[config.mk]
export PLATFORM = sky130hd
export DESIGN_NAME = lct_l1a_evtbuf
export DESIGN_NICKNAME = d
export VERILOG_FILES = /design/src/rtl/lct_l1a_evtbuf.sv
export SDC_FILE = /design/constraint.sdc
export NUM_CORES = 1
export LEC_CHECK = 0
export CORE_MARGIN = 4
export CORE_UTILIZATION = 35
export DETAILED_ROUTE_END_ITERATION = 8
export PLACE_DENSITY_LB_ADDON = 0.2
export SLEW_MARGIN = 20
export SYNTH_ARGS = -nofsm -noshare
export SYNTH_HDL_FRONTEND = slang
export SYNTH_SLANG_ARGS = --single-unit
export TNS_END_PERCENT = 20
[constraint.sdc]
create_clock -name CLK -period 5.4 [get_ports CLK]
set_input_delay 0.81 -clock CLK [delete_from_list [all_inputs] [get_ports CLK]]
set_output_delay 0.81 -clock CLK [all_outputs]
set_load 0.03 [all_outputs]
[src/rtl/lct_l1a_evtbuf.sv]
// L1A alignment line and event FIFO: tags delayed L1As with BXN, L1A number
// and LCT match flag, and buffers them for readout.
module lct_l1a_evtbuf #(
    parameter int DEPTH_LOG2 = 4
) (
    input  logic        CLK,
    input  logic        RST,
    input  logic        L1A,
    input  logic        L1A_MATCH,
    input  logic [3:0]  L1FD,
    input  logic        BC0,
    input  logic        RD_EN,
    output logic [36:0] DOUT,
    output logic        DVALID,
    output logic        EMPTY,
    output logic        FULL,
    output logic        OVFL,
    output logic        ORPHAN,
    output logic [23:0] L1ACNT,
    output logic [15:0] MATCHCNT
);

    localparam int DEPTH = 1 << DEPTH_LOG2;
    localparam logic [DEPTH_LOG2-1:0] PTR_ONE  = DEPTH_LOG2'(1);
    localparam logic [DEPTH_LOG2:0]   OCC_ONE  = (DEPTH_LOG2+1)'(1);
    localparam logic [DEPTH_LOG2:0]   OCC_FULL = (DEPTH_LOG2+1)'(DEPTH);
    localparam logic [11:0]           BXN_MAX  = 12'd3563;

    logic [11:0] bxn;
    logic [15:0] sr_l1a;
    logic [11:0] sr_bxn [16];
    logic        l1a_d;
    logic [11:0] bxn_d;

    logic [23:0] l1acnt;
    logic [23:0] l1acnt_nxt;
    logic [15:0] matchcnt;
    logic        orphan;

    logic [36:0]           mem [DEPTH];
    logic [DEPTH_LOG2-1:0] wptr;
    logic [DEPTH_LOG2-1:0] rptr;
    logic [DEPTH_LOG2:0]   occ;
    logic [DEPTH_LOG2:0]   occ_nxt;
    logic                  empty_q;
    logic                  full_q;
    logic                  ovfl;
    logic                  dvalid;
    logic [36:0]           dout;
    logic                  do_rd;
    logic                  do_wr;
    logic [36:0]           entry;

    always_ff @(posedge CLK) begin
        if (RST) begin
            bxn <= '0;
        end else if (BC0) begin
            bxn <= '0;
        end else if (bxn == BXN_MAX) begin
            bxn <= '0;
        end else begin
            bxn <= bxn + 12'd1;
        end
    end

    // Stage 0 holds the L1A seen last clock, so tap N is N+1 clocks late.
    always_ff @(posedge CLK) begin
        if (RST) begin
            sr_l1a <= '0;
            for (int i = 0; i < 16; i++) begin
                sr_bxn[i] <= '0;
            end
        end else begin
            sr_l1a    <= {sr_l1a[14:0], L1A};
            sr_bxn[0] <= bxn;
            for (int i = 1; i < 16; i++) begin
                sr_bxn[i] <= sr_bxn[i-1];
            end
        end
    end

    assign l1a_d      = sr_l1a[L1FD];
    assign bxn_d      = sr_bxn[L1FD];
    assign l1acnt_nxt = l1acnt + 24'd1;

    always_ff @(posedge CLK) begin
        if (RST) begin
            l1acnt   <= '0;
            matchcnt <= '0;
            orphan   <= 1'b0;
        end else begin
            if (l1a_d) begin
                l1acnt <= l1acnt_nxt;
                if (L1A_MATCH && matchcnt != 16'hFFFF) begin
                    matchcnt <= matchcnt + 16'd1;
                end
            end
            if (L1A_MATCH && !l1a_d) begin
                orphan <= 1'b1;
            end
        end
    end

    // A write into a full FIFO only lands if a read frees a slot this clock.
    assign do_rd = RD_EN & ~empty_q;
    assign do_wr = l1a_d & (~full_q | do_rd);
    assign entry = {L1A_MATCH, bxn_d, l1acnt_nxt};

    always_comb begin
        occ_nxt = occ;
        if (do_wr && !do_rd) begin
            occ_nxt = occ + OCC_ONE;
        end else if (do_rd && !do_wr) begin
            occ_nxt = occ - OCC_ONE;
        end
    end

    always_ff @(posedge CLK) begin
        if (do_wr) begin
            mem[wptr] <= entry;
        end
    end

    always_ff @(posedge CLK) begin
        if (RST) begin
            wptr    <= '0;
            rptr    <= '0;
            occ     <= '0;
            empty_q <= 1'b1;
            full_q  <= 1'b0;
            ovfl    <= 1'b0;
            dvalid  <= 1'b0;
            dout    <= '0;
        end else begin
            if (do_wr) begin
                wptr <= wptr + PTR_ONE;
            end
            if (do_rd) begin
                rptr <= rptr + PTR_ONE;
                dout <= mem[rptr];
            end
            if (l1a_d && full_q && !do_rd) begin
                ovfl <= 1'b1;
            end
            dvalid  <= do_rd;
            occ     <= occ_nxt;
            empty_q <= (occ_nxt == '0);
            full_q  <= (occ_nxt == OCC_FULL);
        end
    end

    assign DOUT     = dout;
    assign DVALID   = dvalid;
    assign EMPTY    = empty_q;
    assign FULL     = full_q;
    assign OVFL     = ovfl;
    assign ORPHAN   = orphan;
    assign L1ACNT   = l1acnt;
    assign MATCHCNT = matchcnt;

endmodule

Word-level counts from Yosys, hierarchy flattened. Memory sizes are Yosys's and may differ from the RTL's. A register that Yosys moved wholly into a read port is not among the register bits. Cells that the tools add are included.

Add/subtract/negate cells: 7. Magnitude comparators: 1. Eq/ne operators: 3. Muxes and demuxes: 25. Bitwise operators: 21. Reduce and logical (&&, ||, !) cells: 12.

Operators with widths (number): 2-to-1 mux 12 bit (16); adder 24 x 1 -> 24 bit, second input constant (1); OR 1 bit (17); adder 16 x 1 -> 16 bit, second input constant (1); != test 16 bit, second input constant (1); adder 12 x 1 -> 12 bit, second input constant (1); equality test 12 bit, second input constant (1); 2-to-1 mux 5 bit (2); adder 4 x 1 -> 4 bit, second input constant (2); logical AND 1 bit (6); 2-to-1 mux 1 bit (6); adder 5 x 1 -> 5 bit, second input constant (1); equality test 5 bit, second input constant (1); logical NOT 5 bit (1); less-than comparator 4 x 5 -> 1 bit, second input constant (1); subtractor 5 x 1 -> 5 bit, second input constant (1); binary-select mux 1 bit (select 4 bit) (1); logical NOT 1 bit (3); OR reduction 3 bit (1); bitwise AND 1 bit (2); inverter 1 bit (2); AND reduction 2 bit (1).

Register bits: 86. RAM bits: 784. Input port bits: 10. Output and inout port bits: 82. Word-level logic and storage cells: 83. Memories: 2.

Memory list: mem (depth 16, bits a word 37, read ports 1, clocked after memory_dff 1, wr ports 1, line 40) `logic [36:0] mem [DEPTH];`; sr_bxn (depth 16, bits a word 12, read ports 16, clocked after memory_dff 0, wr ports 16, line 31) `logic [11:0] sr_bxn [16];`.

Depth between registers and ports, before layout.
Depth in word-level cells: 9. Mapped depth: 9. Gate-level depth less buffers: 8.

Worst setup path before layout. Ideal clock, no wire load.

Path type: input -> register. Start point: in L1FD[2]. End point: mem mem[0][0] (enable). Library setup time: 477 ps. Data arrival time: 4519 ps. Required time: 4923 ps. Slack: 403 ps. Stages: 8. Path buffers: 2. Path through: buf_4 > mux2i_1 > nand3b_1 > a41oi_1 > buf_4 > nor3_2 > nand2_1 > nor3_1.

Word-level cells in the longest chain between the ends: 5.

Ends and longest elaborated chain: from (decl) (line 10) `input logic [3:0] L1FD,`; binary-select mux 1 bit (select 4 bit) (line 82) `assign l1a_d = sr_l1a[L1FD];`; 2-to-1 mux 1 bit (implied by the code) (line 82); bitwise AND 1 bit (line 106) `assign do_wr = l1a_d & (~full_q | do_rd);`; 2-to-1 mux 1 bit (line 119) `if (do_wr) begin`; 2-to-1 mux 1 bit (implied by the code) (line 120) `mem[wptr] <= entry;`; to (decl) (line 40).

No other way between the ends. The select of a mux whose other input is x is not followed.

Final worst setup path.
Start point: in L1FD[2]. End point: mem mem[7][32] (enable).

The elaborated chain is that of the path after synthesis.

==> metrics.md <==
| Metric | Value |
|---|---|
| Worst Path Arrival | `3910 ps` |
| Row cnt | `114` |
| Post-DP HPWL | `46.4 mm` |
| Mapped cell area | `0.0344 mm2` |
| Lkg Pwr | `13.2 nW` |
| Initial core utilization | `0.354` |
| R2R Setup Slk | `1930 ps` |
| Area grow syn2layout | `17.6%` |
| Pwr per Cell Area | `between 300 and 400 mW/mm2` |
| Fin area | `0.0405 mm2` |
| Port Buf Inserts | `91` |
| # setup viols final | `0` |
| Latest clock arrival within the worst-skew pair | `660 ps` |
| Worst setup SP type | `input port` |
| Die X | `322 um` |
| Min-delay worst type | `reg -> reg` |
| WS Path Type | `in -> reg` |
| I/O pin cnt | `92` |
| Grt ovf | `0` |
| Storage element area | `around 0.024 mm2` |
| Clk sinks | `907` |
| H-tree Lvls | `3` |
| Die height | `322 um` |
| First-pass GRT wire length | `115 mm` |
| First-pass DRT Iterations | `5` |
| Worst setup skew after layout | `about 28 ps` |
| YS warnings | `0` |
| Pin count of the biggest net entering global routing | `~140` |
| Hold path start | `sr_bxn[14][4]` |
| CTS Buf Count | `96` |
| Setup bufs post-CTS | `0` |
| Most frequent cells in the layout | `592 x edfxtp_1, 311 x dfxtp_1, 247 x mux4_2` |
| CP Data Required Time | `~5800 ps` |
| Final Hold Fails | `0` |
| DRC viols | `0` |
| GPL Wtd Cong | `0.748` |
| Setup TNS | `0 ps` |
| Clock-pin slew on the worst setup and hold paths | `60 ps` |
| Ys async rst share | `0` |
| Post-Syn Instances | `1962` |
| Commonest non-fill, non-tap cell in the layout | `edfxtp_1` |
| Syn avg cell area | `17.5 um2` |
| Peak Freq | `roughly 280 MHz` |
| Routed len/inst | `around 22 um` |
| Register bit total from synthesis | `907` |
| Initial antenna violation count | `4` |
| Nets | `2094` |
| Via-per-instance ratio | `4.97` |
| Fill count | `around 8600` |
| GRT Resource Usage Total | `0.148` |
| Placed Area | `about 0.037 mm2` |
| Max VDD drop | `0.237 mV` |
| Die ar. | `0.103 mm2` |
| Post-Syn Nets | `1982` |
| Vias in the first global route | `18200` |
| CP Capture Type | `register` |
| Synth area leaders | `edfxtp_1 52%, dfxtp_1 18%, mux4_2 16%` |
| Worst-Margin Slew | `1080 ps` |
| Register area share after synthesis | `0.700` |
| Via count | `17100` |
| Layout cell share with drive strength beyond 1 | `0.234` |
| Ys flop type | `edfxtp_1` |
| Hold EP | `sr_bxn[15][4]` |
| Outcome | `finished, final reports clean` |
| CTS root buffer | `clkbuf_16` |
| Yosys cell types | `54` |
| Max-slew headroom | `0.277` |
| Number of routed nets with antenna violations | `0` |
| Crit-path max FO | `20` |
| # resized after CTS | `0` |
| Worst Hold Depth | `1` |
| R2R Path Start | `L1ACNT[1]` |
| Post-synth EDFFs | `592` |
| Max cap viols | `0` |
| DR iter-0 viols | `1165` |
| R2R Path End | `mem[3][22]` |
| Post-synth top area cell | `edfxtp_1` |
| Yosys top cell area share | `0.517` |
| Crit path time final | `approximately 3600 ps` |
| Core area | `0.0971 mm2` |
| # hold bufs at CTS | `0` |
| Final worst-path cycle share | `0.659` |
| RSZ-0062 raised after global routing | `no` |
| Final wirelength | `75.9 mm` |
| Clock buffer depth | `3` |
| Slew Limit Fails | `0` |
| TritonCTS clock tree | `yes` |
| Worst R2R Path Depth | `6` |
| Multi-input gate area | `0.00995 mm2` |
## worst max-delay path by stage
stage,from,end,slack (ps),depth (start not counted)
2_1_floorplan,L1FD[2],mem[0][0],400,8
3_3_place_gp,L1FD[2],mem[15][26],1150,7
3_5_place_dp,L1FD[2],mem[7][24],1090,7
4_1_cts,L1FD[2],mem[7][13],1780,7
5_1_grt,L1FD[2],mem[4][32],1630,8
6_report,L1FD[2],mem[7][32],1840,7
## logic make-up (layout without fill, tap and decap cells)
family / after synthesis / after routing / synth area share
buffers and inverters: 126 / 319 / 0.0178
adders and majority gates: 10 / 10 / 0.00364
xor gates and xnor gates: 76 / 76 / 0.0194
and+or+nand+nor: 524 / 524 / 0.0835
muxes: 260 / 260 / 0.166
DFF: 907 / 907 / 0.700
AOI/OAI and AO/OA: 59 / 59 / 0.00997
other: 0 / 2 / 0
## critical path, stage by stage
cell and delay, ps:
clkdlybuf4s50_1 770, buf_4 380, mux4_2 290, o22ai_4 80
or4b_1 680, nor2_4 630, buf_12 260
## state kept, by name, summed over array words and instances (netlist names)
name and cells:
DOUT 37, DVALID 1, EMPTY 1, FULL 1, L1ACNT 24, MATCHCNT 16, ORPHAN 1, OVFL 1
bxn 12, mem 592, occ 5, rptr 4, sr_bxn 192, sr_l1a 16, wptr 4
## cell type report
type / instances / area share
antenna: 2 / 0.000124
tap: 1276 / 0.0395
inverter: 8 / 0.000742
clock buffer: 140 / 0.0711
clock inverter: 39 / 0.0132
sequential: 907 / 0.595
multi-input combinational: 929 / 0.246
timing repair buffer: 132 / 0.0341
## layer usage
| layer | global-route usage | up-vias | routed length (um) |
|---|---|---|---|
| met2 | 0.254 | 305 | 38100 |
| met3 | 0.0251 | 118 | 3030 |
| li1 | - | 7713 | - |
| met1 | 0.193 | 8929 | 32800 |
| met5 | 0 | - | 0 |
| met4 | 0.0463 | 0 | 1970 |
## through the flow
stage	cells	utilization	hold slack, ps	worst slack, ps	total power, W
floorplan	1962	-	432	403	0.00852
global placement	3252	0.381	436	1150	0.00888
detailed placement	3252	0.381	445	1090	0.00890
CTS	3431	0.416	430	1780	0.0158
global route	3432	0.417	453	1630	0.0162
finish	3433	0.417	438	1840	0.0156
## report_power, final
group	switching [W]	total, W	internal [W]
combinational	0.000650	0.00117	0.000517
sequential	0.0000952	0.00755	0.00746
clock	0.00273	0.00689	0.00416
## cells in the mapped netlist (15+ instances only)
| master | n |
|---|---|
| edfxtp_1 | 592 |
| xor2_1 | 18 |
| mux4_2 | 247 |
| and3_1 | 15 |
| clkbuf_1 | 69 |
| nand2_1 | 108 |
| xnor2_1 | 58 |
| buf_2 | 17 |
| a21oi_1 | 45 |
| nor3_1 | 21 |
| nor2_1 | 91 |
| dfxtp_1 | 315 |
| nor2b_1 | 213 |
| nand3_1 | 18 |
No activity file was read; power rests on OpenSTA's default activity.
